**config.mk**
```make
export PLATFORM = sky130hd
export DESIGN_NAME = lbuf_rmw_add_flat
export DESIGN_NICKNAME = d
export VERILOG_FILES = /design/src/rtl/lbuf_rmw_add_pkg.sv /design/src/rtl/lbuf_rmw_add_if.sv /design/src/rtl/lbuf_cry_sat.sv /design/src/rtl/lbuf_rmw_add.sv /design/src/flat_wrapper.sv
export SDC_FILE = /design/constraint.sdc
export NUM_CORES = 1
export LEC_CHECK = 0
export BUFFER_PORTS_ARGS = -buffer_cell sky130_fd_sc_hd__clkbuf_2
export CAP_MARGIN = 5
export CELL_PAD_IN_SITES_DETAIL_PLACEMENT = 0
export CELL_PAD_IN_SITES_GLOBAL_PLACEMENT = 2
export CORE_AREA = 2 2 117 119
export DETAILED_ROUTE_END_ITERATION = 10
export DIE_AREA = 0 0 119 121
export PLACE_DENSITY_LB_ADDON = 0.25
export SLEW_MARGIN = 5
export SYNTH_ARGS = -nofsm -noshare
export SYNTH_HDL_FRONTEND = slang
export SYNTH_SLANG_ARGS = --single-unit
```
**constraint.sdc**
```tcl
create_clock -name sys_clk -period 3.9 [get_ports sys_clk]
set_input_delay 0.78 -clock sys_clk [delete_from_list [all_inputs] [get_ports sys_clk]]
set_output_delay 0.78 -clock sys_clk [all_outputs]
set_load 0.03 [all_outputs]
```
**src/rtl/lbuf_rmw_add_pkg.sv**
```systemverilog
// Shared constants for the line-buffer RMW path: CRY field layout, field widths, default AW.
package lbuf_pkg;
  localparam int LBUF_AW = 9;
  localparam int PIX_W   = 16;
  localparam int Y_W     = 8;
  localparam int C_W     = 4;
  localparam int R_W     = 4;
  localparam int Y_LSB   = 0;
  localparam int R_LSB   = 8;
  localparam int C_LSB   = 12;

  typedef logic [PIX_W-1:0] pix_t;
endpackage

```
**src/rtl/lbuf_rmw_add_if.sv**
```systemverilog
// Pixel request handshake plus line-buffer RAM port, bundled; slave is the RMW unit's view.
interface lbuf_rmw_add_if #(parameter int AW = 9);
  logic          in_valid;
  logic          in_ready;
  logic [AW-1:0] in_addr;
  logic [15:0]   in_data;
  logic          in_add;
  logic          mem_busy;
  logic          rd_en;
  logic [AW-1:0] rd_addr;
  logic [15:0]   rd_data;
  logic          wr_en;
  logic [AW-1:0] wr_addr;
  logic [15:0]   wr_data;

  modport slave (
    input  in_valid, in_addr, in_data, in_add, mem_busy, rd_data,
    output in_ready, rd_en, rd_addr, wr_en, wr_addr, wr_data
  );
  modport master (
    output in_valid, in_addr, in_data, in_add, mem_busy, rd_data,
    input  in_ready, rd_en, rd_addr, wr_en, wr_addr, wr_data
  );
endinterface

```
**src/rtl/lbuf_cry_sat.sv**
```systemverilog
// Combinational CRY saturating adder: unsigned stored field plus signed delta, clamped per field.
module lbuf_sat_field #(parameter int W = 4) (
  input  logic [W-1:0] old_v,
  input  logic [W-1:0] delta,
  output logic [W-1:0] res,
  output logic         sat
);
  logic [W:0] sum;
  assign sum = {1'b0, old_v} + {1'b0, delta};
  // Carry disagreeing with the delta sign means we left [0, 2**W-1]; the carry picks the rail.
  assign sat = sum[W] ^ delta[W-1];
  assign res = sat ? {W{sum[W]}} : sum[W-1:0];
endmodule

module lbuf_cry_sat
  import lbuf_pkg::*;
(
  input  pix_t old_pix,
  input  pix_t delta,
  output pix_t res,
  output logic sat
);
  logic [1:0] nib_sat;
  logic       y_sat;

  for (genvar i = 0; i < 2; i++) begin : g_nib
    localparam int LSB = (i == 0) ? R_LSB : C_LSB;
    lbuf_sat_field #(.W(C_W)) u_fld (
      .old_v (old_pix[LSB +: C_W]),
      .delta (delta[LSB +: C_W]),
      .res   (res[LSB +: C_W]),
      .sat   (nib_sat[i])
    );
  end

  lbuf_sat_field #(.W(Y_W)) u_y (
    .old_v (old_pix[Y_LSB +: Y_W]),
    .delta (delta[Y_LSB +: Y_W]),
    .res   (res[Y_LSB +: Y_W]),
    .sat   (y_sat)
  );

  assign sat = (|nib_sat) | y_sat;
endmodule

```
**src/rtl/lbuf_rmw_add.sv**
```systemverilog
// Two-stage read-modify-write unit in front of the line-buffer RAM (CRY add-blend or plain write).
// Optional saturation counter enabled by defining LBUF_RMW_STATS_EN.
module lbuf_rmw_add
  import lbuf_pkg::*;
#(
  parameter int AW = LBUF_AW
) (
  input  logic          sys_clk,
  input  logic          resetl,
  lbuf_rmw_add_if.slave bus,
  output logic          busy,
  input  logic          sat_clr,
  output logic [15:0]   sat_count
);
  localparam int STAGES = 2;

  // vld_pipe[0] = S1, vld_pipe[1] = S2
  logic [STAGES-1:0] vld_pipe;
  logic              accept;
  logic [AW-1:0]     s1_addr, s2_addr, wb_addr;
  pix_t              s1_data, s2_data, wb_data;
  logic              s1_add;
  logic              wb_vld;
  pix_t              operand, sum_pix, result;
  logic              sat;

  assign bus.in_ready = ~bus.mem_busy;
  assign accept       = bus.in_valid & ~bus.mem_busy;
  assign bus.rd_en    = accept & bus.in_add;
  assign bus.rd_addr  = bus.in_addr;

  // The RAM returns pre-write data, so the two writes not yet visible to this read come from S2 and WB.
  always_comb begin
    operand = bus.rd_data;
    if (vld_pipe[1] && s2_addr == s1_addr)
      operand = s2_data;
    else if (wb_vld && wb_addr == s1_addr)
      operand = wb_data;
  end

  lbuf_cry_sat u_sat (
    .old_pix (operand),
    .delta   (s1_data),
    .res     (sum_pix),
    .sat     (sat)
  );

  assign result = s1_add ? sum_pix : s1_data;

  always_ff @(posedge sys_clk or negedge resetl) begin
    if (!resetl) begin
      vld_pipe <= '0;
      s1_addr  <= '0;
      s1_data  <= '0;
      s1_add   <= 1'b0;
      s2_addr  <= '0;
      s2_data  <= '0;
      wb_vld   <= 1'b0;
      wb_addr  <= '0;
      wb_data  <= '0;
    end else begin
      vld_pipe <= {vld_pipe[0], accept};
      if (accept) begin
        s1_addr <= bus.in_addr;
        s1_data <= bus.in_data;
        s1_add  <= bus.in_add;
      end
      if (vld_pipe[0]) begin
        s2_addr <= s1_addr;
        s2_data <= result;
      end
      wb_vld  <= vld_pipe[1];
      wb_addr <= s2_addr;
      wb_data <= s2_data;
    end
  end

  assign bus.wr_en   = vld_pipe[1];
  assign bus.wr_addr = s2_addr;
  assign bus.wr_data = s2_data;
  assign busy        = |vld_pipe;

`ifdef LBUF_RMW_STATS_EN
  logic [15:0] sat_cnt;
  always_ff @(posedge sys_clk or negedge resetl) begin
    if (!resetl)
      sat_cnt <= '0;
    else if (sat_clr)
      sat_cnt <= '0;
    else if (vld_pipe[0] && s1_add && sat && sat_cnt != 16'hFFFF)
      sat_cnt <= sat_cnt + 16'd1;
  end
  assign sat_count = sat_cnt;
`else
  logic unused_stats;
  assign unused_stats = sat_clr ^ sat;
  assign sat_count    = '0;
`endif
endmodule
```
**src/flat_wrapper.sv**
```systemverilog
// flat-port wrapper written by rule: the top's interface ports become plain ports
module lbuf_rmw_add_flat import lbuf_pkg::*;
#(
  parameter int AW = LBUF_AW
)
  (sys_clk, resetl, busy, sat_clr, sat_count, bus_in_valid, bus_in_addr, bus_in_data, bus_in_add, bus_mem_busy, bus_rd_data, bus_in_ready, bus_rd_en, bus_rd_addr, bus_wr_en, bus_wr_addr, bus_wr_data);
  lbuf_rmw_add_if #(.AW(AW)) bus_i ();
  input  logic sys_clk;
  input  logic resetl;
  output logic busy;
  input  logic sat_clr;
  output logic [15:0] sat_count;
  input wire logic [$bits(bus_i.in_valid)-1:0] bus_in_valid;
  input wire logic [$bits(bus_i.in_addr)-1:0] bus_in_addr;
  input wire logic [$bits(bus_i.in_data)-1:0] bus_in_data;
  input wire logic [$bits(bus_i.in_add)-1:0] bus_in_add;
  input wire logic [$bits(bus_i.mem_busy)-1:0] bus_mem_busy;
  input wire logic [$bits(bus_i.rd_data)-1:0] bus_rd_data;
  output wire logic [$bits(bus_i.in_ready)-1:0] bus_in_ready;
  output wire logic [$bits(bus_i.rd_en)-1:0] bus_rd_en;
  output wire logic [$bits(bus_i.rd_addr)-1:0] bus_rd_addr;
  output wire logic [$bits(bus_i.wr_en)-1:0] bus_wr_en;
  output wire logic [$bits(bus_i.wr_addr)-1:0] bus_wr_addr;
  output wire logic [$bits(bus_i.wr_data)-1:0] bus_wr_data;
  assign bus_i.in_valid = bus_in_valid;
  assign bus_i.in_addr = bus_in_addr;
  assign bus_i.in_data = bus_in_data;
  assign bus_i.in_add = bus_in_add;
  assign bus_i.mem_busy = bus_mem_busy;
  assign bus_i.rd_data = bus_rd_data;
  assign bus_in_ready = bus_i.in_ready;
  assign bus_rd_en = bus_i.rd_en;
  assign bus_rd_addr = bus_i.rd_addr;
  assign bus_wr_en = bus_i.wr_en;
  assign bus_wr_addr = bus_i.wr_addr;
  assign bus_wr_data = bus_i.wr_data;
  lbuf_rmw_add #(.AW(AW)) u_core (.sys_clk(sys_clk), .resetl(resetl), .bus(bus_i), .busy(busy), .sat_clr(sat_clr), .sat_count(sat_count));
endmodule
```
==> run metrics <==
P_leak=2.36 nW; Final HPWL DP=7370 µm; Die Width=119 µm; unrepaired setup endpoints after global routing=false; final setup vio count=0; CTS root buffer=clkbuf_16; data arrival time of the worst path=3.83 ns; r2r setup slk=around 0.31 ns; total CTS buffers=9; hold depth=0; Post-Route WL=10400 µm; area grow syn2layout=18.8%; Non-Filler Instances=680; Max Cap Viol=0; placed cells=664; min Tclk post-route=3.59 ns; total negative slack for setup checks=0 ns; Startpoint Class=register; post-synthesis mux area share=between 10 and 15%; die area=14400 µm²; synthesized instance count=425; EDFF count, synth=0; CP Class=register to register; Area contributors post-synth=dfrtp_1, mux2_2, ha_1; # hold bufs at CTS=0; slowest cell on the critical path=nor3_4; Seq/Total Area, Yosys=between 40% and 50%; worst-path fanout max=6; routed vias/inst=4.81; initial DRC count=~120; Power Density=542 nW/µm²; Clk Latency, worst-skew pair=around 0.34 ns; hold crit path type=register to register; met2 usage=24.4%; launch point of the worst reg-to-reg path=u_core.s1_addr[1]; core area=13100 µm²; clock-pin slew on the worst setup and hold paths=0.06 ns; post-synthesis cell type count=55; clk buf depth=2; total power=0.00285 W; most numerous cell in the Yosys netlist=dfrtp_1; Wirelength per Cell=15.3 µm; row count=42; Worst Tran Pin Value=0.997 ns; share of the synthesized area in the top cell type=between 40% and 50%; Post-Syn Area per Cell=10.4 µm²; YS warnings=0; GP Congestion=roughly 0.83; fmax=0.278 GHz; vias in the first global route=3252; largest net degree at the start of global routing=80; Hold EP=u_core.wb_data[9]; count of state elements after synthesis=79; fin crit share=92.1%; Filler Cell Count=1318; clk_skew=0.00609 ns; fraction of layout cells with a size suffix above 1=~30%; pins over their slew limit=0; xor/xnor cell area share of the yosys netlist=4.76%; Die H=between 100 and 150 µm; Slowest Stage Delay on Critical Path=0.52 ns; largest family of logic cells by synthesized area=compound AO/OA/AOI/OAI gates; min-delay src=u_core.bus.wr_data[9]; final hold vios=0; Initial Utilization=33.8%; Crit path required time=between 4 and 5 ns; post_cts resized=0; crit path cell chain=xnor2_1 -> nand4_1 -> nor3_4 -> mux2i_1 -> o21ai_2 -> ha_1 -> inv_1 -> fa_1 -> nand3b_1 -> and3_1 -> or2_1 -> a211o_1 -> o311ai_1; Total GRT Usage=15.4%; slack of the critical path=0.307 ns; post-CTS setup buffer count=0; drt first pass iters=4; Post-synth ARST share=100%; leading cell types by count after synthesis=dfrtp_1, nand2_1, mux2_2, buf_4, inv_1; num ports=101; initial antenna violation count=0; relative slew slack=33.5%; Worst IR Drop VDD=182 µV; Vias=about 3.3k; met3 GRT Util=2.77%; Synth Area in Compound Gates=14.9%; Critical Path Source=u_core.s1_addr[1]; hold_ws=0.425 ns; r2r endpoint=u_core.bus.wr_data[6]; Post-Syn Area=4420 µm²; Detail Route Antenna Nets=0; Top FF cell, synth=dfrtp_1; buffer and inverter count on the worst path=1; CTS tree=yes; busiest layer in global routing=met2; routing usage on met1=between 20% and 30%; post-place setup slack=around 0.32 ns; Reg2Reg Depth=13; Critical Path End Type=register; n_diodes=0; GRT overflow=0; htree depth=3; port buffer count=83; first-pass GRT wire length=17000 µm; largest area contributor in the netlist=dfrtp_1; post-synthesis simple-gate area fraction=just over 10%; # DRC=0; nets=between 500 and 600; Top delay family on crit path=simple AND/OR/NAND/NOR gates; run status=finished clean; Crit. path cell count=13; post-synthesis adder-cell area fraction=6.18%; Num Clock Sinks=79
-- how the worst max path moves through the flow --
stage	end
final	u_core.bus.wr_data[6]
after CTS	u_core.bus.wr_data[6]
after global routing	u_core.bus.wr_data[6]
after global placement	u_core.bus.wr_data[6]
after floorplan	u_core.bus.wr_data[6]
after detailed placement	u_core.bus.wr_data[6]
-- layout make-up --
cell class	instances	area (µm²)	area share, %
multi-input combinational	297	2150	41.0
sequential	79	1980	37.7
timing repair buffer	90	483	9.20
clock buffer	11	253	4.82
tap	176	220	4.20
inverter	22	82.6	1.57
clock inverter	5	80.1	1.53
-- routing by layer --
layer / part of all wire, % / vias up
met5: 0 / -
met4: 2.0 / 0
met3: 3.7 / 12
met2: 47 / 66
met1: 47 / 1584
li1: - / 1610
-- layout by cell type (no fill, tap or decap), types with 4 or more instances in the layout --
master	synthesis	routed
clkbuf_2	0	82
nor2b_1	6	5
o21ai_1	7	7
a31oi_1	12	12
nand4_1	6	6
and3_1	4	4
inv_1	22	22
a211oi_1	4	4
buf_4	26	7
nand2_1	37	37
ha_1	17	17
dfrtp_1	79	79
o21ai_2	10	10
xnor2_1	21	21
conb_1	1	16
nor2_1	17	17
a21o_1	6	6
mux2i_1	17	17
clkbuf_16	0	9
a21oi_1	18	18
mux2_2	28	28
o21a_1	4	4
o21ai_0	20	20
-- worst reg2reg max path: cells and delay by family, from the launching register on --
family / cells / cell delay [ns]
adders and majority gates: 2 / 0.60
AOI/OAI and AO/OA: 3 / 0.50
DFF: 1 / 0.42
muxes: 1 / 0.19
and+or+nand+nor: 5 / 1.53
buffers and inverters: 1 / 0.06
xor gates and xnor gates: 1 / 0.20
-- power by group --
part,switching [W],internal [W]
Clock,0.000334,0.000594
Sequential,0.000149,0.000987
Combinational,0.000471,0.000312
-- cell families after synthesis --
logic type      Yosys count
flops                    79
compound gates          100
simple gates             92
other cells               1
xor+xnor                 24
buf+inv                  64
mux                      45
fa+ha+maj                20
-- state kept, by name, summed over array words and instances, names as in the netlist --
| register | cells |
|---|---|
| u_core.s1_add | 1 |
| u_core.wb_addr | 9 |
| u_core.vld_pipe | 2 |
| u_core.wb_vld | 1 |
| u_core.s1_addr | 9 |
| u_core.bus.wr_data | 16 |
| u_core.bus.wr_addr | 9 |
| u_core.wb_data | 16 |
| u_core.s1_data | 16 |
-- metrics by stage --
step	utilization, %	cell area, µm²
after detailed placement	37.6	4920
after CTS	40.1	5250
final	40.1	5250
after global routing	40.1	5250
after floorplan	-	4470
after global placement	37.6	4920
(Power assumes the default switching activity.)
